===== config.mk =====
export PLATFORM = sky130hd
export DESIGN_NAME = smash_noc_router
export DESIGN_NICKNAME = d
export VERILOG_FILES = /design/src/rtl/smash_noc_router.sv
export SDC_FILE = /design/constraint.sdc
export NUM_CORES = 1
export LEC_CHECK = 0
export BUFFER_PORTS_ARGS = -buffer_cell sky130_fd_sc_hd__clkbuf_2
export CORE_ASPECT_RATIO = 0.9
export CORE_MARGIN = 2
export CORE_UTILIZATION = 55
export CTS_BUF_LIST = sky130_fd_sc_hd__clkbuf_8
export DETAILED_ROUTE_END_ITERATION = 8
export PLACE_DENSITY = 0.85
export SLEW_MARGIN = 15
export SYNTH_ARGS = -nofsm -noshare
export SYNTH_HDL_FRONTEND = slang
export SYNTH_SLANG_ARGS = --single-unit

===== constraint.sdc =====
create_clock -name i_clk -period 2.3 [get_ports i_clk]
set_input_delay 0.575 -clock i_clk [delete_from_list [all_inputs] [get_ports i_clk]]
set_output_delay 0.575 -clock i_clk [all_outputs]
set_load 0.05 [all_outputs]

===== src/rtl/smash_noc_router.sv =====
// XY mesh router: one-entry input buffer and one-entry output register per direction, 2-cycle input-to-output latency.
// Backpressure: o_ready_D is the registered "input buffer empty"; a stalled output holds its flit until i_ready_D.
module smash_noc_router #(
  parameter int ADDR_SIZE       = 2,
  parameter int DATA_SIZE       = 32,
  parameter int NUM_ROWS        = 2,
  parameter int NUM_COLUMNS     = 2,
  parameter int ROUTER_ROW_ADDR = 0,
  parameter int ROUTER_COL_ADDR = 0
) (
  input  logic                 i_clk,
  input  logic                 i_rst,
  input  logic                 i_valid_up,
  input  logic [ADDR_SIZE-1:0] i_addr_row_up,
  input  logic [ADDR_SIZE-1:0] i_addr_col_up,
  input  logic [DATA_SIZE-1:0] i_data_up,
  output logic                 o_ready_up,
  output logic                 o_valid_up,
  output logic [ADDR_SIZE-1:0] o_addr_row_up,
  output logic [ADDR_SIZE-1:0] o_addr_col_up,
  output logic [DATA_SIZE-1:0] o_data_up,
  input  logic                 i_ready_up,
  input  logic                 i_valid_down,
  input  logic [ADDR_SIZE-1:0] i_addr_row_down,
  input  logic [ADDR_SIZE-1:0] i_addr_col_down,
  input  logic [DATA_SIZE-1:0] i_data_down,
  output logic                 o_ready_down,
  output logic                 o_valid_down,
  output logic [ADDR_SIZE-1:0] o_addr_row_down,
  output logic [ADDR_SIZE-1:0] o_addr_col_down,
  output logic [DATA_SIZE-1:0] o_data_down,
  input  logic                 i_ready_down,
  input  logic                 i_valid_left,
  input  logic [ADDR_SIZE-1:0] i_addr_row_left,
  input  logic [ADDR_SIZE-1:0] i_addr_col_left,
  input  logic [DATA_SIZE-1:0] i_data_left,
  output logic                 o_ready_left,
  output logic                 o_valid_left,
  output logic [ADDR_SIZE-1:0] o_addr_row_left,
  output logic [ADDR_SIZE-1:0] o_addr_col_left,
  output logic [DATA_SIZE-1:0] o_data_left,
  input  logic                 i_ready_left,
  input  logic                 i_valid_right,
  input  logic [ADDR_SIZE-1:0] i_addr_row_right,
  input  logic [ADDR_SIZE-1:0] i_addr_col_right,
  input  logic [DATA_SIZE-1:0] i_data_right,
  output logic                 o_ready_right,
  output logic                 o_valid_right,
  output logic [ADDR_SIZE-1:0] o_addr_row_right,
  output logic [ADDR_SIZE-1:0] o_addr_col_right,
  output logic [DATA_SIZE-1:0] o_data_right,
  input  logic                 i_ready_right
);

  // Direction index order doubles as the round-robin order.
  localparam int UP    = 0;
  localparam int RIGHT = 1;
  localparam int DOWN  = 2;
  localparam int LEFT  = 3;

  typedef struct packed {
    logic [ADDR_SIZE-1:0] row;
    logic [ADDR_SIZE-1:0] col;
    logic [DATA_SIZE-1:0] dat;
  } flit_t;

  flit_t       in_flit   [4];
  flit_t       buf_q     [4];
  flit_t       out_q     [4];
  logic [1:0]  ptr_q     [4];
  logic [2:0]  route_r   [4];
  logic [3:0]  req       [4];
  logic [1:0]  gnt_idx   [4];
  logic [3:0]  nb_vld;
  logic [3:0]  nb_rdy;
  logic [3:0]  in_vld_q;
  logic [3:0]  out_vld_q;
  logic [3:0]  gnt_vld;
  logic [3:0]  load;
  logic [3:0]  taken;
  logic [3:0]  drop;

  assign nb_vld = {i_valid_left, i_valid_down, i_valid_right, i_valid_up};
  assign nb_rdy = {i_ready_left, i_ready_down, i_ready_right, i_ready_up};

  assign in_flit[UP]    = {i_addr_row_up,    i_addr_col_up,    i_data_up};
  assign in_flit[RIGHT] = {i_addr_row_right, i_addr_col_right, i_data_right};
  assign in_flit[DOWN]  = {i_addr_row_down,  i_addr_col_down,  i_data_down};
  assign in_flit[LEFT]  = {i_addr_row_left,  i_addr_col_left,  i_data_left};

  // Returns {sink, dir}; sink covers both local delivery and out-of-mesh drops.
  function automatic logic [2:0] route_of(flit_t f);
    logic [2:0] r;
    r = {1'b1, 2'd0};
    if (32'(f.row) >= NUM_ROWS || 32'(f.col) >= NUM_COLUMNS) r = {1'b1, 2'd0};
    else if (32'(f.col) > ROUTER_COL_ADDR)                    r = {1'b0, 2'(RIGHT)};
    else if (32'(f.col) < ROUTER_COL_ADDR)                    r = {1'b0, 2'(LEFT)};
    else if (32'(f.row) > ROUTER_ROW_ADDR)                    r = {1'b0, 2'(UP)};
    else if (32'(f.row) < ROUTER_ROW_ADDR)                    r = {1'b0, 2'(DOWN)};
    return r;
  endfunction

  // Returns {found, idx}: first requester at or after ptr, wrapping.
  function automatic logic [2:0] rr_pick(logic [3:0] r, logic [1:0] ptr);
    logic [2:0] pick;
    logic [1:0] idx;
    pick = 3'b0;
    for (int k = 0; k < 4; k++) begin
      idx = ptr + 2'(k);
      if (!pick[2] && r[idx]) pick = {1'b1, idx};
    end
    return pick;
  endfunction

  always_comb begin
    for (int i = 0; i < 4; i++) begin
      route_r[i] = route_of(buf_q[i]);
      drop[i]    = in_vld_q[i] & route_r[i][2];
    end
  end

  always_comb begin
    for (int o = 0; o < 4; o++) begin
      for (int i = 0; i < 4; i++) begin
        req[o][i] = in_vld_q[i] & ~route_r[i][2] & (route_r[i][1:0] == 2'(o));
      end
    end
  end

  always_comb begin
    for (int o = 0; o < 4; o++) begin
      {gnt_vld[o], gnt_idx[o]} = rr_pick(req[o], ptr_q[o]);
      load[o] = gnt_vld[o] & (~out_vld_q[o] | nb_rdy[o]);
    end
  end

  always_comb begin
    for (int i = 0; i < 4; i++) begin
      taken[i] = 1'b0;
      for (int o = 0; o < 4; o++) begin
        if (load[o] && gnt_idx[o] == 2'(i)) taken[i] = 1'b1;
      end
    end
  end

  always_ff @(posedge i_clk or negedge i_rst) begin
    if (!i_rst) begin
      in_vld_q  <= '0;
      out_vld_q <= '0;
      for (int i = 0; i < 4; i++) begin
        buf_q[i] <= '0;
        out_q[i] <= '0;
        ptr_q[i] <= 2'd0;
      end
    end else begin
      for (int i = 0; i < 4; i++) begin
        if (nb_vld[i] && !in_vld_q[i]) begin
          in_vld_q[i] <= 1'b1;
          buf_q[i]    <= in_flit[i];
        end else if (taken[i] || drop[i]) begin
          in_vld_q[i] <= 1'b0;
        end
      end
      for (int o = 0; o < 4; o++) begin
        if (load[o]) begin
          out_vld_q[o] <= 1'b1;
          out_q[o]     <= buf_q[gnt_idx[o]];
          ptr_q[o]     <= gnt_idx[o] + 2'd1;
        end else if (nb_rdy[o]) begin
          out_vld_q[o] <= 1'b0;
        end
      end
    end
  end

  assign o_ready_up    = ~in_vld_q[UP];
  assign o_ready_right = ~in_vld_q[RIGHT];
  assign o_ready_down  = ~in_vld_q[DOWN];
  assign o_ready_left  = ~in_vld_q[LEFT];

  assign o_valid_up    = out_vld_q[UP];
  assign o_valid_right = out_vld_q[RIGHT];
  assign o_valid_down  = out_vld_q[DOWN];
  assign o_valid_left  = out_vld_q[LEFT];

  assign {o_addr_row_up,    o_addr_col_up,    o_data_up}    = out_q[UP];
  assign {o_addr_row_right, o_addr_col_right, o_data_right} = out_q[RIGHT];
  assign {o_addr_row_down,  o_addr_col_down,  o_data_down}  = out_q[DOWN];
  assign {o_addr_row_left,  o_addr_col_left,  o_data_left}  = out_q[LEFT];

endmodule


## Word level (Yosys, flattened, before mapping)

Cells that the tools add are included.

| cells by class | value |
|---|---|
| add/sub/neg operators | 16 |
| $lt $le $gt $ge | 36 |
| eq/ne operators | 24 |
| muxes and demuxes | 104 |
| bitwise gates (word level) | 48 |
| reduce and logical (&&, ||, !) cells | 72 |

Operator list:

| cell | number |
|---|---|
| 36-bit binary-select mux with 2-bit select | 4 |
| 36-bit two-way mux | 8 |
| 3-bit two-way mux | 28 |
| 2-bit by 3-bit less-than comparator with 1-bit output, second input constant | 16 |
| 1-bit two-way mux | 48 |
| 1-bit binary-select mux with 2-bit select | 16 |
| 2-bit equality test, second input constant | 16 |
| 1-bit logical AND | 32 |
| 1-bit bitwise AND | 28 |
| 2-bit by 1-bit adder with 2-bit output, second input constant | 8 |
| 2-bit adder, second input constant | 8 |
| 2-bit by 1-bit equality test with 1-bit output, second input constant | 8 |
| 2-bit >= comparator, second input constant | 8 |
| 2-bit by 1-bit greater-than comparator with 1-bit output, second input constant | 8 |
| 1-bit logical NOT | 16 |
| 2-bit logical NOT | 8 |
| 2-bit nonzero test | 8 |
| 3-bit >= comparator, second input constant | 4 |
| 1-bit inverter | 12 |
| 2-bit inverter with 3-bit output | 4 |
| 1-bit logical OR | 8 |
| 1-bit OR | 4 |

| word-level totals | value |
|---|---|
| register bits | 304 |
| input port bits | 154 |
| word-level logic and storage cells | 336 |

## Longest topological paths before layout

| logic depth | value |
|---|---|
| word-level depth | 28 |
| gate-level depth with buffers | 10 |
| mapped depth without buffers | 6 |

## Least setup slack after synthesis

Ideal clock, no wire load.

| path | value |
|---|---|
| kind | reg2reg |
| start point | register buf_q[35] in the netlist's numbering |
| end point | register out_q, in the netlist o_data_right[10] |
| data arrival time | 1.911 ns |
| required time | 2.179 ns |
| setup slack | 0.268 ns |
| stages on the path, launching flop included | 8 |
| period minus slack after synthesis | 2.032 ns |
| cells stage by stage | dfrtp_1 > nor3b_4 > and2_2 > nor2_1 > a222oi_1 > buf_6 > nor2_1 > o22a_1 |

| between the ends | value |
|---|---|
| word-level cells in the longest chain between the ends | 23 |

RTL lines:

| what | RTL line | source |
|---|---|---|
| from (decl) | 68 | `flit_t buf_q [4];` |
| from (signal, indexed assignment) | 159 | `buf_q[i] <= in_flit[i];` |
| 2-bit by 1-bit greater-than comparator with 1-bit output | 98 | `else if (32'(f.row) > ROUTER_ROW_ADDR) r = {1'b0, 2'(UP)};` |
| 3-bit two-way mux | 98 |  |
| 3-bit two-way mux | 96 | `else if (32'(f.col) > ROUTER_COL_ADDR) r = {1'b0, 2'(RIGHT)};` |
| 3-bit two-way mux * | 95 | `if (32'(f.row) >= NUM_ROWS \|\| 32'(f.col) >= NUM_COLUMNS) r = {1'b1, 2'd0};` |
| 1-bit inverter | 125 | `req[o][i] = in_vld_q[i] & ~route_r[i][2] & (route_r[i][1:0] == 2'(o));` |
| 1-bit bitwise AND | 125 |  |
| 1-bit bitwise AND * | 125 |  |
| 1-bit binary-select mux with 2-bit select | 110 | `if (!pick[2] && r[idx]) pick = {1'b1, idx};` |
| [... 6 more ...] | - |  |
| 1-bit logical AND | 110 |  |
| 3-bit two-way mux | 110 |  |
| 1-bit logical NOT | 110 |  |
| 1-bit logical AND | 110 |  |
| 3-bit two-way mux * | 110 |  |
| 2-bit inverter with 3-bit output (not written as such) | 167 | `out_q[o] <= buf_q[gnt_idx[o]];` |
| 36-bit binary-select mux with 2-bit select | 167 |  |
| 36-bit two-way mux (not written as such) (2 in series) | 167 |  |
| to (signal, indexed assignment) | 167 |  |
| to (decl) | 69 | `flit_t out_q [4];` |

Mark *: on every way between the ends. The rest lies on a longest branch, timed or not. The select of a mux whose other input is x is not followed.
A chain may end at the register's enable or synchronous reset.

## Worst setup path after layout

| path | value |
|---|---|
| start point | register buf_q[141] in the netlist's numbering |
| end point | register out_q, in the netlist o_data_right[9] |

| between the ends | value |
|---|---|
| word-level cells in the longest chain between the ends | 22 |

RTL lines:

| what | RTL line |
|---|---|
| 2-bit by 1-bit greater-than comparator with 1-bit output / 2-bit >= comparator (equally long branches) | 96, 95 |
| 3-bit two-way mux / 1-bit logical OR (equally long branches) | 96, 95 |
| 3-bit two-way mux * | 95 |
| 1-bit inverter | 125 |
| 1-bit bitwise AND | 125 |
| 1-bit bitwise AND * | 125 |
| 1-bit binary-select mux with 2-bit select | 110 |
| 1-bit two-way mux (not written as such) | 110 |
| [... 5 more ...] | - |
| 1-bit logical AND | 110 |
| 3-bit two-way mux | 110 |
| 1-bit logical NOT | 110 |
| 1-bit logical AND | 110 |
| 3-bit two-way mux * | 110 |
| 2-bit inverter with 3-bit output (not written as such) | 167 |
| 36-bit binary-select mux with 2-bit select | 167 |
| 36-bit two-way mux (not written as such) (2 in series) | 167 |

Marked as above.

==> flow_summary.json <==
{
  "hp-start": "i_data_down[25]",
  "cts_tree": "built",
  "rsz0062_at_grt": "yes",
  "synthMuxAreaShare_pct": 19.1,
  "path_max_fanout": 19,
  "synth_top_area_cell": "dfrtp_1",
  "clockBufferDepth": 3,
  "synthSimpleGateAreaFrac_pct": 8.21,
  "design_area_um2": 13800,
  "die_h_um": 140,
  "synth_fa_ha_area_share_pct": 0,
  "wl_mm": 34.0,
  "cp-end-kind": "flip-flop",
  "dp_slack_ns": -0.300,
  "async_flop_share_pct": 100,
  "drc": 0,
  "critical_path_class": "reg2reg",
  "start_util_pct": 56.1,
  "start_kind": "flip-flop",
  "final_antenna_net_count": 0,
  "insertion_delay_ns": 0.54,
  "period_share_pct": 102,
  "drt_pass1_iterations": 5,
  "status": "finished with violations",
  "grt-ovfl-total": 0,
  "synth_top_family_by_area": "multiplexers",
  "ys_warn_count": 0,
  "via_count": 9037,
  "hold_viol_final": 0,
  "core_area_um2": 20000,
  "crit_start": "buf_q[141]",
  "placedCellCount": 1425,
  "rows": 49,
  "synth_flop_cell": "dfrtp_1",
  "syn-instance-count": 951,
  "violations": "setup timing",
  "finalSetupTns_ns": -0.0825,
  "clkTransAtPathRegs_ns": 0.06,
  "cts_made_buffers": 39,
  "avgSynthCellArea_um2": 11.8,
  "synth-seq-area-share_pct": 50.3,
  "via_per_inst": 6.00,
  "worst_slack_ns": -0.0346,
  "portBuffers": 229,
  "place_area_um2": 12800,
  "final_common_cell": "clkbuf_2",
  "die_w_um": 155,
  "layout.nets": 1376,
  "finalNonFillerCells": 1505,
  "dp_hpwl_mm": 22.2,
  "powerDensity_nw_per_um2": 1290,
  "fill_cells": 1444,
  "maxCapViolCount": 0,
  "max_freq_mhz": 428,
  "whs_ns": 0.264,
  "regArea_um2": 5660,
  "grt.total_usage_pct": 30.5,
  "ys_types": 60,
  "slew_viol_final": 0,
  "drive_gt1_share_pct": 46.6,
  "hold_path_class": "in2reg",
  "synth_compound_gate_area_share_pct": 14.3,
  "dr.first_iter.drc_count": 733,
  "syn_to_final_growth_pct": 22.9,
  "grt_pass1_wl_mm": 50.7,
  "ys_ff_latch": 226,
  "synth_xor_xnor_area_share_pct": 0,
  "finalClockSkew_ns": 0.0315,
  "final_cell_mix": "228 x clkbuf_2, 225 x dfrtp_1, 166 x mux2_2, 74 x conb_1, 51 x nor2_1",
  "wl_per_cell_um": 22.6,
  "synth_edf_count": 0,
  "top_level_ports": 306,
  "grt_max_degree": 61,
  "grt_pass1_vias": 9088,
  "r2r-start": "buf_q[141]",
  "multi_input_area_um2": 5110,
  "period_minus_slack_ns": 2.33,
  "gp_congestion": 0.881,
  "cts_root_buffer": "clkbuf_8",
  "synth_area_leaders": "dfrtp_1 50%, mux2_2 17%, buf_4 5.1%",
  "htreeDepth": 2,
  "syn-cell-area_um2": 11300,
  "antenna_found_initial": 2,
  "p_leak_uw": 0.00641,
  "cts_sinks": 226,
  "ir_drop_v": 0.000871,
  "finalSetupViolCount": 5,
  "worst_slew_pin_slew_ns": 0.613,
  "synth_top_area_share_pct": 50.3,
  "critPathRequiredTime_ns": 2.70,
  "dieArea_um2": 21600,
  "critical_path_arrival_ns": 2.74,
  "maxSlewHeadroom_pct": 59.1
}
==> worst paths after layout <==
check | slack [ns] | depth (start not counted) | endpoint
max in group asynchronous | 0.99 | 3 | buf_q[40]
min in group asynchronous | 0.59 | 2 | o_data_right[31]
min | 0.26 | 2 | buf_q[61]
max reg2reg | -0.03 | 7 | o_data_right[9]
min reg2reg | 0.47 | 1 | o_addr_row_up[0]
max | -0.03 | 7 | o_data_right[9]
==> cells in the mapped netlist (2+ instances only) <==
cell type    n
nor2_1      52
mux2_2     166
buf_2       21
o21ai_0     35
dfrtp_1    226
nor3b_4      2
buf_4       76
nor2b_1      4
or2_2        2
a21oi_1     28
clkbuf_1    36
a221oi_1    36
o221ai_1    12
nor3_1       2
a21oi_2     22
nand2_1     40
a31oi_1      2
nand2_2      4
o21a_1       2
a221o_1     20
nand3_1     26
o22a_1      20
o22ai_1      3
nor3b_2      2
nand4b_1     2
nand4bb_1    3
inv_1        6
nand3b_1     4
and2_1       7
a32oi_1      5
nand2b_1     7
buf_6        7
a21o_1      15
mux2i_1     28
o21ai_1      2
nor4b_2      2
==> cell families after synthesis <==
group | count (synthesis)
DFF | 226
AOI/OAI and AO/OA | 211
muxes | 194
and+or+nand+nor | 172
buffers and inverters | 147
other | 1
==> routing by layer <==
metal / GRT usage [%] / wire [µm]
met5: 0 / 0
met4: 12.5 / 1020
met3: 9.31 / 3900
met1: 39.0 / 13200
met2: 48.7 / 15800
==> cell type report <==
cell class	instances	share of cell area, %
clock buffers	49	4.88
multi-input cells	651	36.9
clock inverters	19	0.597
diodes	1	0.0181
inverters	6	0.163
flip-flops and latches	226	40.9
repair buffers	298	14.2
well taps	255	2.31
==> through the flow <==
| stage | util (%) | total power [µW] |
|---|---|---|
| global placement | 63.9 | 13800 |
| floorplan | - | 11800 |
| finish | 69.0 | 17800 |
| CTS | 67.9 | 17600 |
| global route | 69.0 | 18600 |
| detailed placement | 63.9 | 14000 |
==> power breakdown <==
group          internal [µW]  switching [µW]  total (µW)
Sequential              5350            1070        6430
Combinational           2790            5010        7800
Clock                   1920            1640        3550
==> critical path, cell delays in order, from the launching register on <==
cell	delay (ns)
dfrtp_1	0.42
nand4bb_2	0.43
o21ai_0	0.37
a211o_2	0.25
buf_12	0.20
mux2_2	0.36
nand2_1	0.09
a21oi_2	0.06
==> flip-flops by register name, summed over array words and instances (netlist names) <==
| signal | flops |
|---|---|
| buf_q | 144 |
| o_data_right | 32 |
| o_data_up | 32 |
| in_vld_q | 4 |
| ptr_q | 4 |
| o_addr_col_right | 2 |
| o_addr_col_up | 2 |
| o_addr_row_right | 2 |
| o_addr_row_up | 2 |
| out_vld_q | 2 |
==> what timing repair did <==
action / in CTS / in global routing
gates cloned: 0 / 4
pin swaps: 2 / 11
hold endpoints to repair: 24 / 0
gates resized for setup: 2 / 20
hold buffers: 1 / 0
setup endpoints to repair: 32 / 58
buffers inserted: 2 / 4
Power figures use the tool's default switching activity.
